### config.mk
export PLATFORM = sky130hd
export DESIGN_NAME = twiddle_rotator8
export DESIGN_NICKNAME = d
export VERILOG_FILES = /design/src/rtl/fft_pkg.sv /design/src/rtl/cmult_pipe.sv /design/src/rtl/twiddle_rotator8.sv
export SDC_FILE = /design/constraint.sdc
export NUM_CORES = 2
export LEC_CHECK = 0
export CAP_MARGIN = 20
export CELL_PAD_IN_SITES_DETAIL_PLACEMENT = 1
export CELL_PAD_IN_SITES_GLOBAL_PLACEMENT = 1
export CORE_ASPECT_RATIO = 1.1
export CORE_UTILIZATION = 37
export DETAILED_ROUTE_END_ITERATION = 12
export GPL_ROUTABILITY_DRIVEN = 0
export PLACE_DENSITY = 0.74
export SKIP_LAST_GASP = 1
export SLEW_MARGIN = 20
export SYNTH_ARGS = -nofsm -noshare
export SYNTH_HDL_FRONTEND = slang
export SYNTH_SLANG_ARGS = --single-unit
### constraint.sdc
create_clock -name clk -period 10 [get_ports clk]
set_clock_uncertainty 0.2 [all_clocks]
set_input_delay 2 -clock clk [delete_from_list [all_inputs] [get_ports clk]]
set_output_delay 2 -clock clk [all_outputs]
set_load 0.02 [all_outputs]
### src/rtl/fft_pkg.sv
// Shared FFT datapath constants, the 8-point twiddle table and the
// round-to-nearest / saturate helper used at the end of the multiplier.
package fft_pkg;

    localparam int DW      = 16;
    localparam int TWW     = 18;
    localparam int TW_FRAC = 16;
    localparam int TW_LAT  = 1;
    localparam int PW      = DW + TWW;
    localparam int ACC_W   = DW + TWW + 1;

    localparam logic signed [TWW-1:0]   TW_ONE   = 18'sd65536;
    localparam logic signed [ACC_W-1:0] RND_BIAS = ACC_W'(32'sd1 <<< (TW_FRAC - 1));
    localparam logic signed [ACC_W-1:0] ACC_MAX  = ACC_W'((32'sd1 <<< (DW - 1)) - 32'sd1);
    localparam logic signed [ACC_W-1:0] ACC_MIN  = -ACC_W'(32'sd1 <<< (DW - 1));

    function automatic logic signed [TWW-1:0] w8_re(input logic [1:0] k);
        logic signed [TWW-1:0] v;
        case (k)
            2'd0:    v = 18'sd65536;
            2'd1:    v = 18'sd46341;
            2'd2:    v = 18'sd0;
            2'd3:    v = -18'sd46341;
            default: v = 18'sd0;
        endcase
        return v;
    endfunction

    function automatic logic signed [TWW-1:0] w8_im(input logic [1:0] k);
        logic signed [TWW-1:0] v;
        case (k)
            2'd0:    v = 18'sd0;
            2'd1:    v = -18'sd46341;
            2'd2:    v = -18'sd65536;
            2'd3:    v = -18'sd46341;
            default: v = 18'sd0;
        endcase
        return v;
    endfunction

    // Half-LSB bias then arithmetic shift gives round-half-up; integers
    // multiplied by exactly 1.0 come back unchanged.
    function automatic logic signed [DW-1:0] sat_round(input logic signed [ACC_W-1:0] x);
        logic signed [ACC_W-1:0] t;
        logic signed [DW-1:0]    r;
        t = (x + RND_BIAS) >>> TW_FRAC;
        if (t > ACC_MAX) begin
            r = {1'b0, {(DW-1){1'b1}}};
        end else if (t < ACC_MIN) begin
            r = {1'b1, {(DW-1){1'b0}}};
        end else begin
            r = t[DW-1:0];
        end
        return r;
    endfunction

endpackage

### src/rtl/cmult_pipe.sv
// Three-stage complex multiplier: (a + jb) * (c + jd), rounded and
// saturated back to data width. Valid/last ride alongside the data.
module cmult_pipe
    import fft_pkg::*;
(
    input  logic                  clk,
    input  logic                  rst,
    input  logic                  in_valid,
    input  logic                  in_last,
    input  logic signed [DW-1:0]  a,
    input  logic signed [DW-1:0]  b,
    input  logic signed [TWW-1:0] c,
    input  logic signed [TWW-1:0] d,
    output logic                  out_valid,
    output logic                  out_last,
    output logic signed [DW-1:0]  out_real,
    output logic signed [DW-1:0]  out_img
);

    logic signed [PW-1:0]    ac_r, bd_r, ad_r, bc_r;
    logic signed [ACC_W-1:0] re_r, im_r;
    logic                    v1_r, l1_r, v2_r, l2_r;

    // Stage 1: the four partial products
    always_ff @(posedge clk or negedge rst) begin
        if (!rst) begin
            v1_r <= 1'b0;
            l1_r <= 1'b0;
            ac_r <= '0;
            bd_r <= '0;
            ad_r <= '0;
            bc_r <= '0;
        end else begin
            v1_r <= in_valid;
            l1_r <= in_last;
            ac_r <= PW'(a) * PW'(c);
            bd_r <= PW'(b) * PW'(d);
            ad_r <= PW'(a) * PW'(d);
            bc_r <= PW'(b) * PW'(c);
        end
    end

    // Stage 2: combine into real and imaginary sums
    always_ff @(posedge clk or negedge rst) begin
        if (!rst) begin
            v2_r <= 1'b0;
            l2_r <= 1'b0;
            re_r <= '0;
            im_r <= '0;
        end else begin
            v2_r <= v1_r;
            l2_r <= l1_r;
            re_r <= ACC_W'(ac_r) - ACC_W'(bd_r);
            im_r <= ACC_W'(ad_r) + ACC_W'(bc_r);
        end
    end

    // Stage 3: round, saturate; data holds while no valid sample is present
    always_ff @(posedge clk or negedge rst) begin
        if (!rst) begin
            out_valid <= 1'b0;
            out_last  <= 1'b0;
            out_real  <= '0;
            out_img   <= '0;
        end else begin
            out_valid <= v2_r;
            out_last  <= v2_r & l2_r;
            if (v2_r) begin
                out_real <= sat_round(re_r);
                out_img  <= sat_round(im_r);
            end else begin
                out_real <= out_real;
                out_img  <= out_img;
            end
        end
    end

endmodule

### src/rtl/twiddle_rotator8.sv
// Twiddle-memory driver for an 8-point FFT stage: frames the sample
// stream, strobes S, aligns samples with returned twiddles and rotates them.
module twiddle_rotator8
    import fft_pkg::*;
(
    input  logic                  clk,
    input  logic                  rst,
    input  logic                  in_valid,
    input  logic signed [DW-1:0]  in_real,
    input  logic signed [DW-1:0]  in_img,
    output logic                  S,
    input  logic signed [TWW-1:0] rotator_real,
    input  logic signed [TWW-1:0] rotator_img,
    output logic                  out_valid,
    output logic signed [DW-1:0]  out_real,
    output logic signed [DW-1:0]  out_img,
    output logic                  out_last,
    output logic                  frame_err
);

    logic [2:0]           cnt_r;
    logic                 frame_err_r;
    logic [TW_LAT-1:0]    vld_d_r;
    logic [TW_LAT-1:0]    last_d_r;
    logic signed [DW-1:0] re_d_r [TW_LAT];
    logic signed [DW-1:0] im_d_r [TW_LAT];
    logic                 last_s;

    // The memory steps through W8^k only for the upper half of the frame.
    assign S         = in_valid & cnt_r[2];
    assign last_s    = in_valid & (cnt_r == 3'd7);
    assign frame_err = frame_err_r;

    // Frame counter; a gap mid-frame aborts the frame and flags it
    always_ff @(posedge clk or negedge rst) begin
        if (!rst) begin
            cnt_r       <= 3'd0;
            frame_err_r <= 1'b0;
        end else if (in_valid) begin
            cnt_r       <= cnt_r + 3'd1;
            frame_err_r <= 1'b0;
        end else begin
            cnt_r       <= 3'd0;
            frame_err_r <= (cnt_r != 3'd0);
        end
    end

    // Alignment delay: hold each sample back until its twiddle arrives
    always_ff @(posedge clk or negedge rst) begin
        if (!rst) begin
            vld_d_r  <= '0;
            last_d_r <= '0;
            for (int i = 0; i < TW_LAT; i++) begin
                re_d_r[i] <= '0;
                im_d_r[i] <= '0;
            end
        end else begin
            vld_d_r[0]  <= in_valid;
            last_d_r[0] <= last_s;
            re_d_r[0]   <= in_real;
            im_d_r[0]   <= in_img;
            for (int i = 1; i < TW_LAT; i++) begin
                vld_d_r[i]  <= vld_d_r[i-1];
                last_d_r[i] <= last_d_r[i-1];
                re_d_r[i]   <= re_d_r[i-1];
                im_d_r[i]   <= im_d_r[i-1];
            end
        end
    end

    cmult_pipe u_cmult (
        .clk       (clk),
        .rst       (rst),
        .in_valid  (vld_d_r[TW_LAT-1]),
        .in_last   (last_d_r[TW_LAT-1]),
        .a         (re_d_r[TW_LAT-1]),
        .b         (im_d_r[TW_LAT-1]),
        .c         (rotator_real),
        .d         (rotator_img),
        .out_valid (out_valid),
        .out_last  (out_last),
        .out_real  (out_real),
        .out_img   (out_img)
    );

endmodule

; ---- Word-level counts from Yosys, hierarchy flattened
; Cells that the tools add are included.
[totals]
ff_bits = 282
in_bits = 71
output_inout_bits = 36
word_cells = 44
[op_classes]
add_sub_neg = 5
mul = 4
n_lt_le_gt_ge = 4
n_eq_ne = 1
muxes = 6
bitwise = 3
reduce_logical = 1
[ops]
columns = operator, count
row1 = multiplier 16 x 18 -> 34 bit, 4
row2 = adder 35 x 17 -> 35 bit (second input constant), 2
row3 = 2-to-1 mux 16 bit, 4
row4 = greater-than comparator 19 x 16 -> 1 bit (second input constant), 2
row5 = < comparator 19 x 16 -> 1 bit (second input constant), 2
row6 = adder 34 x 34 -> 35 bit, 1
row7 = subtractor 34 x 34 -> 35 bit, 1
row8 = adder 3 x 1 -> 3 bit (second input constant), 1
row9 = AND 1 bit, 3
row10 = equality test 3 bit (second input constant), 1
row11 = 2-to-1 mux 3 bit, 1
row12 = nonzero test 3 bit, 1
row13 = 2-to-1 mux 1 bit, 1

; ---- Depth between registers and ports, before layout
[depth]
depth_word = 4
depth_mapped = 26
ltp_nobuf = 25

; ---- By module
; Synthesis repeated with hierarchy kept, for this count alone.
[hier_totals]
cells_unflattened = 5598
hier_area_um2 = 53228.6
[modules_own_cells]
columns = module, n_inst, cells_per_inst, area_per_inst_um2
row1 = cmult_pipe, 1, 5548, 52185.0
row2 = twiddle_rotator8, 1, 50, 1043.5

; ---- Worst setup path before layout
; OpenSTA, ideal clock, no wires.
[synth_timing]
kind = in2reg
from = in rotator_img[12]
to = reg u_cmult.ad_r[31]
setup_time_ns = 0.080
arrival_time_ns = 7.674
required_time_ns = 9.720
path_slack_ns = 2.046
path_stages = 23
cell_sequence = clkbuf_1 > nand2_1 > fa_1 > fa_1 > fa_1 > inv_1 > fa_1 > fa_1 > inv_1 > fa_1 > inv_1 > ha_1 > o21a_1 > o21a_1 > nand4_1 > a211o_1 > nand3_1 > a41o_1 > o31ai_2 > o2111ai_1 > a31o_1 > a21oi_1 > xnor2_1
[synth_via]
elab_chain_len = 1
[synth_lines]
columns = element, line_no
row1 = start: declaration, twiddle_rotator8.sv:13  ; input logic signed [TWW-1:0] rotator_img,
row2 = multiplier 16 x 18 -> 34 bit, cmult_pipe.sv:38  ; ad_r <= PW'(a) * PW'(d);
row3 = end signal: assignment, cmult_pipe.sv:38
row4 = end: declaration, cmult_pipe.sv:20  ; logic signed [PW-1:0] ac_r, bd_r, ad_r, bc_r;
; No other way between the ends.
; A chain may end at the register's enable or synchronous reset.

; ---- Final worst setup path
; Same ends and word-level chain as after synthesis.

==> summary.txt <==
Worst setup path
  – Max FO, Critical Path: 10
  – FF-to-FF End: u_cmult.ad_r[31]
  – RR Startpoint: re_d_r[5]
  – CP required: 10.33 ns
  – Worst path arrival time: 9.22 ns
  – Register-to-register setup slack: 2.44 ns
  – Register-to-Register Path Depth: 24
  – CP Capture Type: flop
  – CP Class: in -> reg
  – CP Launch Type: input port

Die
  – CORE AREA: 142,000 sq um
  – Die height: 399 microns
  – Row cnt: 145
  – Total die area: 145,000 sq um
  – Initial Utilization: 0.373
  – Die width: 363 microns
  – Boundary Pins: 107

Synth
  – Fraction of registers with async set/reset: 1.00
  – Post-Synthesis Cells: 5,572
  – Syn nets: 7,218
  – Seq cells post-synth: 252
  – Post-synth EDFFs: 0
  – Post-synth top flop: dfrtp_1
  – Cell area after synthesis: 52,900 sq um
  – Sequential share of the synthesized area: 0.119
  – Syn Area/Cell: 9.50 sq um
  – Number of synthesis warnings: 0
  – Distinct cells, synth: 75

STA
  – Max Clk Rate: 113 MHz
  – Period utilisation layout: 0.888
  – Unrepaired setup endpoints after global routing: false
  – Setup violators final: 0
  – Number of hold violations in the final report: 0
  – Max-slew violation count: 0
  – Final period demand of the worst path: 8.88 ns
  – Slew headroom: 0.350
  – Worst Max-Slew Pin Slew: 0.975 ns
  – Setup TNS: 0 ns

Global route
  – First-pass GRT wire length: 244 mm
  – Largest net degree at the start of global routing: 89
  – All-layer global routing usage: 0.219
  – Total grt overflow: 0
  – Initial antenna violation count: 6
  – Vias in the first global route: 44,218

CTS
  – Hold_buf cts: 0
  – Post-cts gate resize count: 0
  – Root Driver: clkbuf_16
  – Clock Pin Slew Worst Setup and Hold Paths: 0.06 ns
  – H-tree depth: 2
  – CTS Sinks: 252
  – Num CTS Buffers: 35
  – Clock buffer depth: 3
  – Post-CTS Setup Inserts: 0
  – Clock Latency Late Sink: 0.63 ns
  – TritonCTS clock tree: yes

Routing
  – Total Wirelength: 150 mm
  – Vias: 37,220
  – Vias per cell: 4.94
  – DRC viols: 0
  – Iteration count of the initial detailed-routing pass: 4
  – DR iter-0 viols: 1,529
  – Post-route ant nets: 0
  – DR WL/cell: 19.9 microns

Status
  – Status: finished clean

Job
  – Maxcap violations: 0

Final layout
  – Commonest non-fill, non-tap cells in the layout: inv_1, fa_1, nand2_1
  – Final cell count without fillers: 7,529
  – Most common cell after layout, fill and taps aside: inv_1
  – Final nets: 7,238
  – P&R area growth vs syn: 8.75%
  – Fin area: 57,600 sq um
  – Share of cells above drive strength 1: 0.0377

Min path
  – Hold endpoint: u_cmult.v1_r
  – Worst hold path class: reg -> reg
  – Hold_sp: vld_d_r
  – Worst Hold Depth: 0

Placed design
  – Port-buffer cells: 106
  – Dpl cell area: 56,500 sq um
  – DP HPWL: 124 mm
  – Placed cell count: 7,466
## cell type report
class | instances | area [sq um]
fill | 16256 | 84500
multi-input combinational | 3723 | 40600
tap | 1911 | 2390
inverter | 1353 | 5080
antenna | 1 | 2.50
clock buffer | 47 | 981
timing repair buffer | 227 | 2040
sequential | 252 | 6310
clock inverter | 15 | 129
## cell usage after synthesis (7+ instances only)
cell type / instances / area share
a21oi_1: 124 / 0.012
inv_1: 1352 / 0.096
a211oi_1: 13 / 0.0018
and2_1: 547 / 0.065
a31oi_1: 20 / 0.0024
xnor2_1: 159 / 0.026
fa_1: 1160 / 0.44
o211ai_1: 22 / 0.0031
nor2b_1: 18 / 0.0021
xor2_1: 48 / 0.0079
ha_1: 415 / 0.098
buf_1: 7 / 0.00050
a21o_1: 59 / 0.0084
o21a_1: 47 / 0.0067
nand4_1: 24 / 0.0028
o21ai_1: 30 / 0.0028
dfrtp_1: 252 / 0.12
nand2_1: 606 / 0.043
nand3_1: 45 / 0.0043
o21ai_0: 40 / 0.0038
and3_1: 15 / 0.0018
nand2b_1: 39 / 0.0046
clkbuf_1: 233 / 0.017
o21bai_1: 20 / 0.0028
nor2_1: 150 / 0.011
nor3_1: 24 / 0.0023
a211o_1: 8 / 0.0013
## stage by stage
| stage | setup WS, ns | util | hold WS (ns) |
|---|---|---|---|
| floorplan | 2.05 | - | 0.131 |
| global placement | 0.427 | 0.397 | 0.132 |
| detailed placement | 0.478 | 0.397 | 0.139 |
| CTS | 1.14 | 0.405 | 0.152 |
| global route | 0.853 | 0.405 | 0.155 |
| finish | 1.12 | 0.405 | 0.147 |
## how the worst max path moves through the flow
stage                          startpoint                to  slack, ns  cells past startpoint
after detailed placement  rotator_img[12]  u_cmult.ad_r[31]       0.48                     23
after CTS                 rotator_img[12]  u_cmult.ad_r[31]       1.14                     23
after floorplan           rotator_img[12]  u_cmult.ad_r[31]       2.05                     23
final                     rotator_img[12]  u_cmult.ad_r[31]       1.12                     23
after global placement     rotator_img[6]  u_cmult.bd_r[30]       0.43                     24
after global routing      rotator_img[12]  u_cmult.bd_r[33]       0.85                     24
## cell families after synthesis
family,synth area share
AOI/OAI and AO/OA,0.0559
and+or+nand+nor,0.140
DFF,0.119
muxes,0.000638
adders and majority gates,0.537
buffers and inverters,0.113
xor gates and xnor gates,0.0342
## metal layers
metal  share of wire  vias to the layer above  GRT usage
li1                -                    16417          -
met1            0.41                    19873      0.266
met2            0.52                      680      0.398
met3           0.035                      244     0.0200
met4           0.043                        6     0.0874
met5         0.00027                        -          0
## state kept, by name (all words and copies together), names as in the netlist, 3 cells and up
name              cells
u_cmult.re_r         20
u_cmult.bc_r         34
cnt_r                 3
u_cmult.ad_r         34
u_cmult.out_img      16
u_cmult.im_r         20
im_d_r               16
u_cmult.ac_r         34
u_cmult.bd_r         34
re_d_r               16
u_cmult.out_real     16
## worst max-delay path: stages
cell and delay [ns]:
clkdlybuf4s50_1 1.00, nand2_1 0.18, fa_1 0.56, fa_1 0.54, fa_1 0.54, inv_1 0.06, fa_1 0.48, fa_1 0.49
inv_1 0.05, fa_1 0.52, inv_1 0.05, ha_1 0.35, o21a_1 0.22, o21a_1 0.20, nand4_1 0.11, a211o_1 0.11
nand3_1 0.19, a41o_1 0.34, o31ai_2 0.37, o2111ai_1 0.23, a31o_1 0.26, a21oi_1 0.18, xnor2_1 0.16
Power is not shown: default switching activity piles up to over one toggle a cycle in this logic, so the estimate is an artifact.
